--- config.mk ---
export PLATFORM = sky130hd
export DESIGN_NAME = bit_gather_seq
export DESIGN_NICKNAME = d
export VERILOG_FILES = /design/src/rtl/droplator_pkg.sv /design/src/rtl/lane_next_pe.sv /design/src/rtl/bit_gather_seq.sv
export SDC_FILE = /design/constraint.sdc
export NUM_CORES = 1
export LEC_CHECK = 0
export CORE_UTILIZATION = 30
export CTS_CLUSTER_SIZE = 10
export DETAILED_ROUTE_END_ITERATION = 8
export PLACE_DENSITY = 0.55
export REMOVE_ABC_BUFFERS = 1
export SLEW_MARGIN = 10
export SYNTH_ARGS = -nofsm -noshare
export SYNTH_HDL_FRONTEND = slang
export SYNTH_HIERARCHICAL = 1
export SYNTH_SLANG_ARGS = --single-unit
--- constraint.sdc ---
create_clock -name aclk -period 2 [get_ports aclk]
set_input_delay 0.4 -clock aclk [delete_from_list [all_inputs] [get_ports aclk]]
set_output_delay 0.4 -clock aclk [all_outputs]
set_load 0.01 [all_outputs]
--- src/rtl/droplator_pkg.sv ---
// Shared definitions for the DropLator column-gather path.
package droplator_pkg;

    localparam int unsigned LANES = 8;
    localparam int unsigned SEL_W = 3;

    typedef enum logic [1:0] {
        IDLE,
        SCAN,
        EMIT
    } state_e;

endpackage

--- src/rtl/lane_next_pe.sv ---
// Lowest-set-bit priority encoder picking the next lane to visit.
module lane_next_pe
    import droplator_pkg::*;
(
    input  logic [LANES-1:0] req,
    output logic [SEL_W-1:0] idx,
    output logic             any
);

    always_comb begin
        idx = '0;
        any = |req;
        // Descending scan so the lowest set bit is the final assignment.
        for (int i = LANES - 1; i >= 0; i--) begin
            if (req[i]) begin
                idx = SEL_W'(i);
            end
        end
    end

endmodule

--- src/rtl/bit_gather_seq.sv ---
// Steps the lane mux through kept lanes of each byte and packs sampled bits LSB-first.
module bit_gather_seq
    import droplator_pkg::*;
#(
    parameter int unsigned OUT_W = 32,
    parameter int unsigned CNT_W = $clog2(OUT_W) + 1
) (
    input  logic             aclk,
    input  logic             aresetn,
    input  logic [LANES-1:0] s_data,
    input  logic [LANES-1:0] s_mask,
    input  logic             s_last,
    input  logic             s_valid,
    output logic             s_ready,
    output logic [LANES-1:0] mux_in,
    output logic [SEL_W-1:0] mux_sel,
    input  logic             mux_out,
    output logic [OUT_W-1:0] m_data,
    output logic [CNT_W-1:0] m_count,
    output logic             m_last,
    output logic             m_valid,
    input  logic             m_ready
);

    state_e state_q, state_d;

    logic             en_q;
    logic [LANES-1:0] mux_in_q, mux_in_d;
    logic [LANES-1:0] mask_q, mask_d;
    logic             last_q, last_d;
    logic [LANES-1:0] visited_q, visited_d;
    logic [OUT_W-1:0] acc_q, acc_d;
    logic [CNT_W-1:0] fill_q, fill_d;
    logic [SEL_W-1:0] sel_q;
    logic             pend_q;

    logic [LANES-1:0] pend_vec;
    logic [SEL_W-1:0] nxt_idx;
    logic             nxt_any;
    logic             accept;
    logic             step;
    logic [CNT_W-1:0] fill_inc;
    logic             full;

    assign accept   = s_valid & s_ready;
    assign step     = (state_q == SCAN) & pend_q;
    assign fill_inc = fill_q + CNT_W'(1);
    assign full     = (fill_inc == CNT_W'(OUT_W));

    // Encoder looks at next-cycle lane state so the select can be registered.
    assign pend_vec = mask_d & ~visited_d;

    lane_next_pe u_pe (
        .req (pend_vec),
        .idx (nxt_idx),
        .any (nxt_any)
    );

    always_ff @(posedge aclk or negedge aresetn) begin
        if (!aresetn) begin
            state_q <= IDLE;
        end else begin
            state_q <= state_d;
        end
    end

    always_comb begin
        state_d = state_q;
        unique case (state_q)
            IDLE: begin
                if (accept) begin
                    state_d = SCAN;
                end
            end
            SCAN: begin
                if (step && full) begin
                    state_d = EMIT;
                end else if (!nxt_any) begin
                    state_d = last_q ? EMIT : IDLE;
                end
            end
            EMIT: begin
                if (m_ready) begin
                    state_d = pend_q ? SCAN : IDLE;
                end
            end
            default: state_d = IDLE;
        endcase
    end

    always_comb begin
        s_ready = en_q & (state_q == IDLE);
        m_valid = (state_q == EMIT);
        m_data  = m_valid ? acc_q : '0;
        m_count = m_valid ? fill_q : '0;
        m_last  = m_valid & last_q & ~pend_q;
        mux_in  = mux_in_q;
        mux_sel = sel_q;
    end

    always_comb begin
        mux_in_d  = mux_in_q;
        mask_d    = mask_q;
        last_d    = last_q;
        visited_d = visited_q;
        acc_d     = acc_q;
        fill_d    = fill_q;
        if (accept) begin
            mux_in_d  = s_data;
            mask_d    = s_mask;
            last_d    = s_last;
            visited_d = '0;
        end
        if (step) begin
            acc_d     = acc_q | (OUT_W'(mux_out) << fill_q);
            fill_d    = fill_inc;
            visited_d = visited_q | (LANES'(1) << sel_q);
        end
        if ((state_q == EMIT) && m_ready) begin
            acc_d  = '0;
            fill_d = '0;
        end
    end

    always_ff @(posedge aclk or negedge aresetn) begin
        if (!aresetn) begin
            en_q      <= 1'b0;
            mux_in_q  <= '0;
            mask_q    <= '0;
            last_q    <= 1'b0;
            visited_q <= '0;
            acc_q     <= '0;
            fill_q    <= '0;
            sel_q     <= '0;
            pend_q    <= 1'b0;
        end else begin
            en_q      <= 1'b1;
            mux_in_q  <= mux_in_d;
            mask_q    <= mask_d;
            last_q    <= last_d;
            visited_q <= visited_d;
            acc_q     <= acc_d;
            fill_q    <= fill_d;
            sel_q     <= nxt_idx;
            pend_q    <= nxt_any;
        end
    end

endmodule

# ---- Word-level counts from Yosys, hierarchy flattened
# Cells that the tools add are included.
dict set report classes {
  n_eq_ne 6
  n_bitwise 10
  n_shift 2
  n_reduce_logical 6
  add_sub_neg 1
  mux 24
}
# operator count
set ops {}
lappend ops {{32-bit 2-to-1 mux} 3}
lappend ops {{32-bit bitwise OR} 1}
lappend ops {{1-bit by 6-bit left shift with 32-bit output} 1}
lappend ops {{3-bit 2-to-1 mux} 8}
lappend ops {{8-bit 2-to-1 mux} 3}
lappend ops {{6-bit 2-to-1 mux} 3}
lappend ops {{2-bit 2-to-1 mux} 5}
lappend ops {{8-bit bitwise AND} 1}
lappend ops {{8-bit NOT} 1}
lappend ops {{8-bit bitwise OR} 1}
lappend ops {{8-bit OR reduction} 1}
lappend ops {{1-bit by 3-bit left shift with 8-bit output (first input constant)} 1}
lappend ops {{6-bit by 1-bit adder with 6-bit output (second input constant)} 1}
lappend ops {{6-bit equality test (second input constant)} 1}
lappend ops {{2-bit one-hot mux with 3 select lines} 1}
lappend ops {{1-bit bitwise AND} 5}
lappend ops {{3-bit by 2-bit inequality test with 1-bit output (second input constant)} 1}
lappend ops {{3-bit AND reduction} 1}
lappend ops {{2-bit by 1-bit equality test with 1-bit output (second input constant)} 1}
lappend ops {{2-bit equality test (second input constant)} 1}
lappend ops {{1-bit logical AND} 2}
lappend ops {{2-bit logical NOT} 1}
lappend ops {{2-bit by 1-bit inequality test with 1-bit output (second input constant)} 1}
lappend ops {{2-bit inequality test (second input constant)} 1}
lappend ops {{3 further kinds} 3}
dict set report word_totals {
  output_inout_bits 52
  reg_bits 70
  wordCells 59
  inputBits 22
}

# ---- Longest topological paths before layout
# Gate-level depths: netlist of run 1.
dict set report logic_depth {
  ltp_word 15
  mapped_depth 10
  ltp_nobuf 8
}

# ---- Modules after synthesis
# The synthesis of run 1 kept the hierarchy.
# module seq_area_each_um2 instances area_each_um2 cells_each
set modules_own_cells {}
lappend modules_own_cells {bit_gather_seq 1751.7 1 3289.4 349}
lappend modules_own_cells {lane_next_pe 0.0 1 81.3 13}

# ---- Worst setup path before layout of run 1
# Ideal clock, no wire load.
dict set report synth_path {
  kind {in2reg}
  start {input s_valid}
  end {register state_q[0]}
  path_slack_ns -0.017
  arrival_ns 1.895
  path_buffers 2
  stages 10
  setup_ns 0.122
  required_ns 1.878
  path_cell_list {nand2_1 or3_1 clkbuf_1 buf_2 nand3b_1 a21oi_1 nor4_2 nand3_1 nor3b_1 o2bb2ai_1}
}
dict set report synth_between {
  elab_chain_len 8
  word_cells_on_any_way 10
  classes_between {eq/ne: 2; mux: 3; bitwise: 3; reduce/logical: 2}
}
# element line_no
set synth_lines {}
lappend synth_lines {{start, declared} bit_gather_seq.sv:13} ;# input logic s_valid,
lappend synth_lines {{1-bit bitwise AND *} bit_gather_seq.sv:45} ;# assign accept = s_valid & s_ready;
lappend synth_lines {{8-bit 2-to-1 mux} bit_gather_seq.sv:108} ;# if (accept) begin
lappend synth_lines {{8-bit 2-to-1 mux} bit_gather_seq.sv:114} ;# if (step) begin
lappend synth_lines {{8-bit NOT} bit_gather_seq.sv:51} ;# assign pend_vec = mask_d & ~visited_d;
lappend synth_lines {{8-bit bitwise AND *} bit_gather_seq.sv:51}
lappend synth_lines {{net pend_vec[4]} bit_gather_seq.sv:37} ;# logic [LANES-1:0] pend_vec;
lappend synth_lines {{8-bit OR reduction *} lane_next_pe.sv:12} ;# any = |req;
lappend synth_lines {{net nxt_any} bit_gather_seq.sv:39} ;# logic nxt_any;
lappend synth_lines {{3-bit by 2-bit inequality test with 1-bit output (no source line) *} n/a}
lappend synth_lines {{3-bit AND reduction (no source line) *} n/a}
lappend synth_lines {{end signal, assigned} bit_gather_seq.sv:63} ;# state_q <= state_d;
lappend synth_lines {{end, declared} bit_gather_seq.sv:25} ;# state_e state_q, state_d;
# The timed path passes the listed nets; every way through them passes the cells marked *.
# A chain may end at the register's enable or synchronous reset.

# ---- Worst setup path in the final report of run 1
dict set report layout_path {
  start {register state_q[1]}
  end {register state_q[0]}
}
dict set report layout_between {
  elab_chain_len 10
  word_cells_on_any_way 19
  classes_between {eq/ne: 5; mux: 5; bitwise: 5; reduce/logical: 4}
}
# element line_no
set layout_lines {}
lappend layout_lines {{2-bit logical NOT} bit_gather_seq.sv:92} ;# s_ready = en_q & (state_q == IDLE);
lappend layout_lines {{1-bit bitwise AND} bit_gather_seq.sv:92}
lappend layout_lines {{1-bit bitwise AND} bit_gather_seq.sv:45}
lappend layout_lines {{8-bit 2-to-1 mux} bit_gather_seq.sv:108}
lappend layout_lines {{8-bit 2-to-1 mux} bit_gather_seq.sv:114}
lappend layout_lines {{8-bit NOT} bit_gather_seq.sv:51}
lappend layout_lines {{8-bit bitwise AND *} bit_gather_seq.sv:51}
lappend layout_lines {{net pend_vec[5]} bit_gather_seq.sv:37}
lappend layout_lines {{8-bit OR reduction *} lane_next_pe.sv:12}
lappend layout_lines {{net nxt_any} bit_gather_seq.sv:39}
lappend layout_lines {{3-bit by 2-bit inequality test with 1-bit output (no source line) *} n/a}
lappend layout_lines {{3-bit AND reduction (no source line) *} n/a}
# Marked as above.

==> results.md, run 1 <==
- Slew Limit Fails: 0
- Worst vdd ir: 0.565 mV
- Routed WL: just over 9000 µm
- CTS tree: built
- Fin nets: between 500 and 600
- First-iteration detailed-routing DRC count: 87
- Least-Margin Pin Slew: 0.653 ns
- First-pass GRT wire length: 14600 µm
- Final Setup Violations: 10
- Routability cong.: 0.811
- Die Wd: between 100 and 150 µm
- Failing checks: setup timing
- Cts hold-fix bufs: 0
- Vias per cell: about 4.7
- Outcome: complete, but fails checks
- Syn avg cell area: 9.31 µm²
- Setup tns final: -0.518 ns
- Leading cell type in the layout, fill and taps excluded: dfrtp_1
- Row cnt: 38
- Final Hold Vio Count: 0
- Leak: ~2.4 nW
- H-tree Lvls: 3
- DIE HEIGHT: between 100 and 150 µm
- CTS Buffer Depth: 2
- IO Port Bufs: 73
- Startpoint types: flip-flop
- Area Overhead vs Synth: 45.0%
- Post-synthesis sequential area ratio: 52.0%
- Detailed-router iteration count before antenna repair: 4
- Max Cap Viol: 0
- F_max: about 480 MHz
- Number of diodes: 0
- Worst r2r src: state_q[1]
- Tmin final: roughly 2.1 ns
- Placed inst area: 4470 µm²
- Setup ws final: -0.0992 ns
- Root buf cell: clkbuf_8
- Crit path from: state_q[1]
- Tightest hold margin: 0.0512 ns
- Die ar.: 11700 µm²
- Power Dens Cells: 1310 nW/µm²
- Synth top area cells: dfrtp_1 52%, and2_1 7.1%, nand2_1 6.8%, a21oi_1 6.4%, nor2_1 5.1%
- Initial core utilization: 31.0%
- Grt total ovfl: 0
- Detailed-route wire length per cell: 14.9 µm
- IO Count: 74
- Post-DP HPWL: 5830 µm
- Vias in the first global route: 2908
- Remaining antenna violation count: 0
- Gr usage total: 16.4%
- Critical Path Sink Type: flip-flop
- Filler Cells Inserted: ~1100
- Pre-CTS setup slack: -0.552 ns
- Core footprint: 10900 µm²
- CP arrival: 2.33 ns
- Post-synth EDFFs: 0
- Synthesized instance count: around 360
- Most frequent cells in the layout: 68 x dfrtp_1, 60 x nand2_1, 42 x nor2_1, 40 x a21oi_1, 38 x buf_4
- Number of antenna violations at the first check in global routing: 0
- Async set-reset flop share out of synthesis: 100%
- Vias: 2919
- Clock buffer count from CTS: 9
- FF+latch count, synth: 70
- Non-Filler Instances: ~620
- RSZ-0062 raised after global routing: true
- Synthesized cell area: 3370 µm²
- Crit path kind: flip-flop to flip-flop
- Final cycle utilization of the critical path: 105%
- Total power: 6.41 mW
- Worst relative slew slack: 56.1%
- Hold Crit Class: input pin to async pin
- Final core utilization: 44.9%
- Clock Sinks: 70
- Worst-path fanout max: 7
- Yosys top cell area share: 52.0%
- Placed cells: slightly below 600
- Synth area leader: dfrtp_1
- Post-synth top flop: dfrtp_1
- Syn. warnings: 6
- WP data required: 2.23 ns
- Drt drc: 0
- Layout cells sized above 1: 32.8%
- Clk_lat worst skew: roughly 0.36 ns
- Synth cell types: 43
- Post-route cell area: 4890 µm²
- Clk slew on worst S/H paths: 0.08 ns
- Clock skew: 0.0162 ns
- Pin count of the biggest net entering global routing: just over 70
==> final timing paths <==
| check | endpoint | slack (ns) | cells after the start |
|---|---|---|---|
| worst max-delay path | state_q[0] | -0.1 | 8 |
| worst min-delay path | acc_q[5] | 0.05 | 2 |
| worst max register to register | state_q[0] | -0.1 | 8 |
| worst min register to register | visited_q[0] | 0.48 | 1 |
| max in group asynchronous | state_q[1] | 1.62 | 2 |
| min in group aclk | visited_q[0] | 0.48 | 1 |
==> where the power goes <==
part	internal [mW]	leakage (nW)	switching, mW
sequential	2.02	0.882	0.422
combinational	1.38	1.40	1.47
clock	0.478	0.0903	0.635
total	3.88	2.37	2.53
==> routing by layer <==
layer  share of wire, %  GRT usage (%)  vias to the layer above
met4                2.0           4.89                        0
met5                  0              0                        -
met3                4.9           4.64                       15
li1                   -              -                     1429
met2                 46           26.9                       90
met1                 47           21.0                     1385
==> kinds of logic after synthesis <==
| logic type | synth area share [%] |
|---|---|
| adder cells (fa/ha/maj) | 0.742 |
| AO/OA/AOI/OAI | 10.7 |
| XOR/XNOR | 1.30 |
| other | 0.111 |
| buffers and inverters | 3.90 |
| AND/OR/NAND/NOR | 31.3 |
| flip-flops | 52.0 |
==> registers in the layout, summed over array words and instances, names as in the netlist <==
signal     flops
pend_q         1
en_q           1
acc_q         32
last_q         1
mux_sel        3
fill_q         6
state_q        2
mux_in         8
visited_q      8
mask_q         8
==> synthesized netlist by cell type, types with 4 or more instances <==
| cell | instances |
|---|---|
| nand2_1 | 61 |
| a21o_1 | 8 |
| a21oi_1 | 43 |
| o21ai_0 | 4 |
| buf_2 | 12 |
| nor3_1 | 8 |
| nor2_1 | 46 |
| nand3_1 | 8 |
| dfrtp_1 | 70 |
| clkbuf_1 | 5 |
| and2_1 | 38 |
| nand3b_1 | 10 |
| nand2b_1 | 4 |
==> repair_timing <==
item | in CTS | in global routing
pin swaps | 7 | 8
setup buffers | 10 | 3
endpoints found under the setup margin | 44 | 36
resized for setup | 150 | 83
gates cloned | 3 | 2
==> critical path, stage by stage, from the launching register on <==
cell and delay, ns:
dfrtp_2 0.41, buf_6 0.13, or3_4 0.43, nand3b_1 0.13, a21oi_2 0.07, nor4_2 0.32
nand3_1 0.16, nor3b_2 0.18, o2bb2ai_1 0.14
==> layout make-up <==
class | instances | area (µm²) | area share (%)
inverters | 3 | 11.3 | 0.230
repair buffers | 125 | 1170 | 23.9
well taps | 140 | 175 | 3.58
flip-flops and latches | 70 | 1750 | 35.9
clock buffers | 9 | 124 | 2.53
multi-input cells | 268 | 1590 | 32.6
clock inverters | 7 | 63.8 | 1.31
No activity file was read; power rests on OpenSTA's default activity.
==> run 2, diff against run 1 <==
--- a/config.mk
+++ b/config.mk
@@ -5,6 +5,7 @@
 export SDC_FILE = /design/constraint.sdc
 export NUM_CORES = 1
 export LEC_CHECK = 0
+export CAP_MARGIN = 20
 export CORE_UTILIZATION = 30
 export CTS_CLUSTER_SIZE = 10
 export DETAILED_ROUTE_END_ITERATION = 8
==> results of run 2 <==
The final DEF is identical to that of run 1; final timing and power are the same.
==> run 3, diff against run 2 <==
--- a/config.mk
+++ b/config.mk
@@ -5,7 +5,8 @@
 export SDC_FILE = /design/constraint.sdc
 export NUM_CORES = 1
 export LEC_CHECK = 0
-export CAP_MARGIN = 20
+export CAP_MARGIN = 30
+export CORE_MARGIN = 3
 export CORE_UTILIZATION = 30
 export CTS_CLUSTER_SIZE = 10
 export DETAILED_ROUTE_END_ITERATION = 8
==> run 3 against run 2 <==
The flow still finishes with violations (setup timing). Sequential share of layout area is 0.79 points lower. Global-route usage decreased by 1.8 points. Worst setup slack worse by 0.014 ns. Combinational power up 7.7%. Critical path type unchanged. Critical path depth unchanged. Highest routed layer unchanged. Largest power group unchanged.
==> results.md, run 3 (synthesized netlist as in run 1, its figures left out) <==
- CP arrival: between 2 and 2.5 ns
- Slew Limit Fails: 0
- Detailed-router iteration count before antenna repair: 4
- Vias: about 2900
- Placed inst area: 4480 µm²
- Number of diodes: 0
- Max reg flops: 32
- Clock buffer count from CTS: 9
- Startpoint types: flip-flop
- Max Cap Viol: 0
- Internal Power: 4.26 mW
- Routed WL: 9290 µm
- Leading cell type in the layout, fill and taps excluded: dfrtp_1
- Die ar.: 12500 µm²
- First-iteration detailed-routing DRC count: 62
- Sw Pwr: 2.58 mW
- Gr usage total: 14.7%
- Area Overhead vs Synth: 48.2%
- Outcome: complete, but fails checks
- H-tree Lvls: 3
- Post-DP HPWL: 5970 µm
- Setup crit end: state_q[0]
- RSZ-0062 raised after global routing: true
- Final cycle utilization of the critical path: 106%
- Comb power frac: between 40 and 50%
- IO Count: 74
- Vias in the first global route: 2949
- Initial core utilization: between 30% and 40%
- Setup ws final: -0.113 ns
- Worst r2r src: state_q[1]
- DIE HEIGHT: 112 µm
- Crit path from: state_q[1]
- Routability cong.: about 0.79
- Fin nets: 512
- Switching share of power: 37.7%
- Post-route cell area: roughly 5000 µm²
- Most frequent cells in the layout: 69 x dfrtp_1, 60 x nand2_1, 48 x buf_4, 39 x nor2_1, 38 x a21oi_1
- Layout cells sized above 1: 34.3%
- Final Setup Violations: 4
- Worst relative slew slack: between 60% and 70%
- Clock skew: between 0.015 and 0.02 ns
- Core footprint: 10900 µm²
- Critical Path Sink Type: flip-flop
- Clk slew on worst S/H paths: roughly 0.090 ns
- Clock Sinks: 70
- IO Port Bufs: between 70 and 80
- Crit path kind: flip-flop to flip-flop
- Grt total ovfl: 0
- Power Dens Cells: 1370 nW/µm²
- Worst r2r dst: state_q[0]
- Tmin final: about 2.1 ns
- Remaining antenna violation count: 0
- Failing checks: setup timing
- Least-Margin Pin Slew: 0.508 ns
- Hold Crit Class: input pin to async pin
- F_max: 473 MHz
- Number of antenna violations at the first check in global routing: 0
- Leak: between 2 and 2.5 nW
- Worst-path fanout max: 7
- Pre-CTS setup slack: -0.591 ns
- WP data required: around 2.2 ns
- CTS tree: built
- Drt drc: 0
- Largest Register: acc_q
- Root buf cell: clkbuf_8
- Clk_lat worst skew: between 0.3 and 0.4 ns
- Vias per cell: 4.64
- Worst vdd ir: 0.671 mV
- Row cnt: 38
- Worst reg-to-reg setup slack: -0.11 ns
- Final Hold Vio Count: 0
- Pin count of the biggest net entering global routing: 71
- Clock power frac: between 10% and 20%
- Sequential group share of total power: 35.7%
- Worst reg2reg path depth: 8
- Die Wd: approximately 110 µm
- Cts hold-fix bufs: 0
- CTS Buffer Depth: 2
- Detailed-route wire length per cell: about 15 µm
- First-pass GRT wire length: around 15000 µm
==> run 3: changes by cell type in the layout (fill, tap and decap cells not counted), moves of 3 or more <==
| cell | delta |
|---|---|
| clkbuf_2 | +11 |
| buf_4 | +10 |
| buf_6 | -7 |
| buf_2 | -6 |
| and2_1 | +3 |
| and2_4 | -3 |
| buf_8 | +3 |
| nor2_1 | -3 |
| nor2_4 | +3 |
==> run 3: worst min-delay path by stage <==
stage | startpoint | endpoint | slack (ns) | depth (start not counted)
after floorplan | aresetn | acc_q[0] | 0.10 | 0
after global placement | mask_q[2] | mask_q[2] | 0.45 | 2
after detailed placement | mask_q[2] | mask_q[2] | 0.46 | 2
after CTS | aresetn | acc_q[9] | 0.08 | 2
after global routing | aresetn | acc_q[9] | 0.11 | 2
final | aresetn | acc_q[14] | 0.07 | 2
==> run 3: cell type report <==
cell class	instances	area [µm²]
timing repair buffer	136	1200
clock inverter	7	103
tap	140	175
sequential	70	1750
clock buffer	9	124
inverter	3	11.3
multi-input combinational	268	1630
fill	1070	5890
==> run 3: power groups by stage <==
| stage | Combinational, mW | Sequential [mW] | Clock, mW |
|---|---|---|---|
| floorplan | 1.44 | 2.45 | 0 |
| detailed placement | 2.63 | 2.44 | 0 |
| global route | 3.40 | 2.53 | 1.40 |
| finish | 3.07 | 2.44 | 1.32 |
| global placement | 2.58 | 2.45 | 0 |
| CTS | 2.88 | 2.42 | 1.35 |
==> run 3: metal layers <==
| layer | global-route usage (%) | wire length, µm | up-vias |
|---|---|---|---|
| li1 | - | - | 1453 |
| met1 | 19.8 | 4310 | 1385 |
| met2 | 23.7 | 4380 | 88 |
| met3 | 2.77 | 504 | 8 |
| met4 | 5.21 | 94 | 0 |
| met5 | 0 | 0 | - |
==> run 3: per-stage QoR <==
stage / std cells / hold WS (ns) / setup TNS, ns / power [mW] / util [%]
after global routing: 633 / 0.108 / -1.14 / 7.33 / 45.9
after detailed placement: 595 / 0.457 / -2.57 / 5.07 / 41.2
final: 633 / 0.0678 / -0.332 / 6.83 / 45.9
after floorplan: 341 / 0.104 / -6.71 / 3.89 / -
after CTS: 627 / 0.0803 / -0.0904 / 6.65 / 44.9
after global placement: 595 / 0.452 / -2.27 / 5.03 / 41.2
==> run 3: repair_timing <==
item / in CTS / in global routing
endpoints found under the setup margin: 44 / 44
endpoints found under the hold margin: 0 / 0
pin swaps: 9 / 12
setup buffers: 13 / 7
resized for setup: 83 / 143
cloned: 4 / 1
==> run 3: worst max-delay path, cell delays in order, from the launching register on <==
cell       delay (ns)
dfrtp_1          0.41
buf_6            0.14
or3_4            0.44
nand3b_1         0.12
a21oi_2          0.07
nor4_2           0.35
nand3_1          0.17
nor3b_2          0.18
o2bb2ai_1        0.12
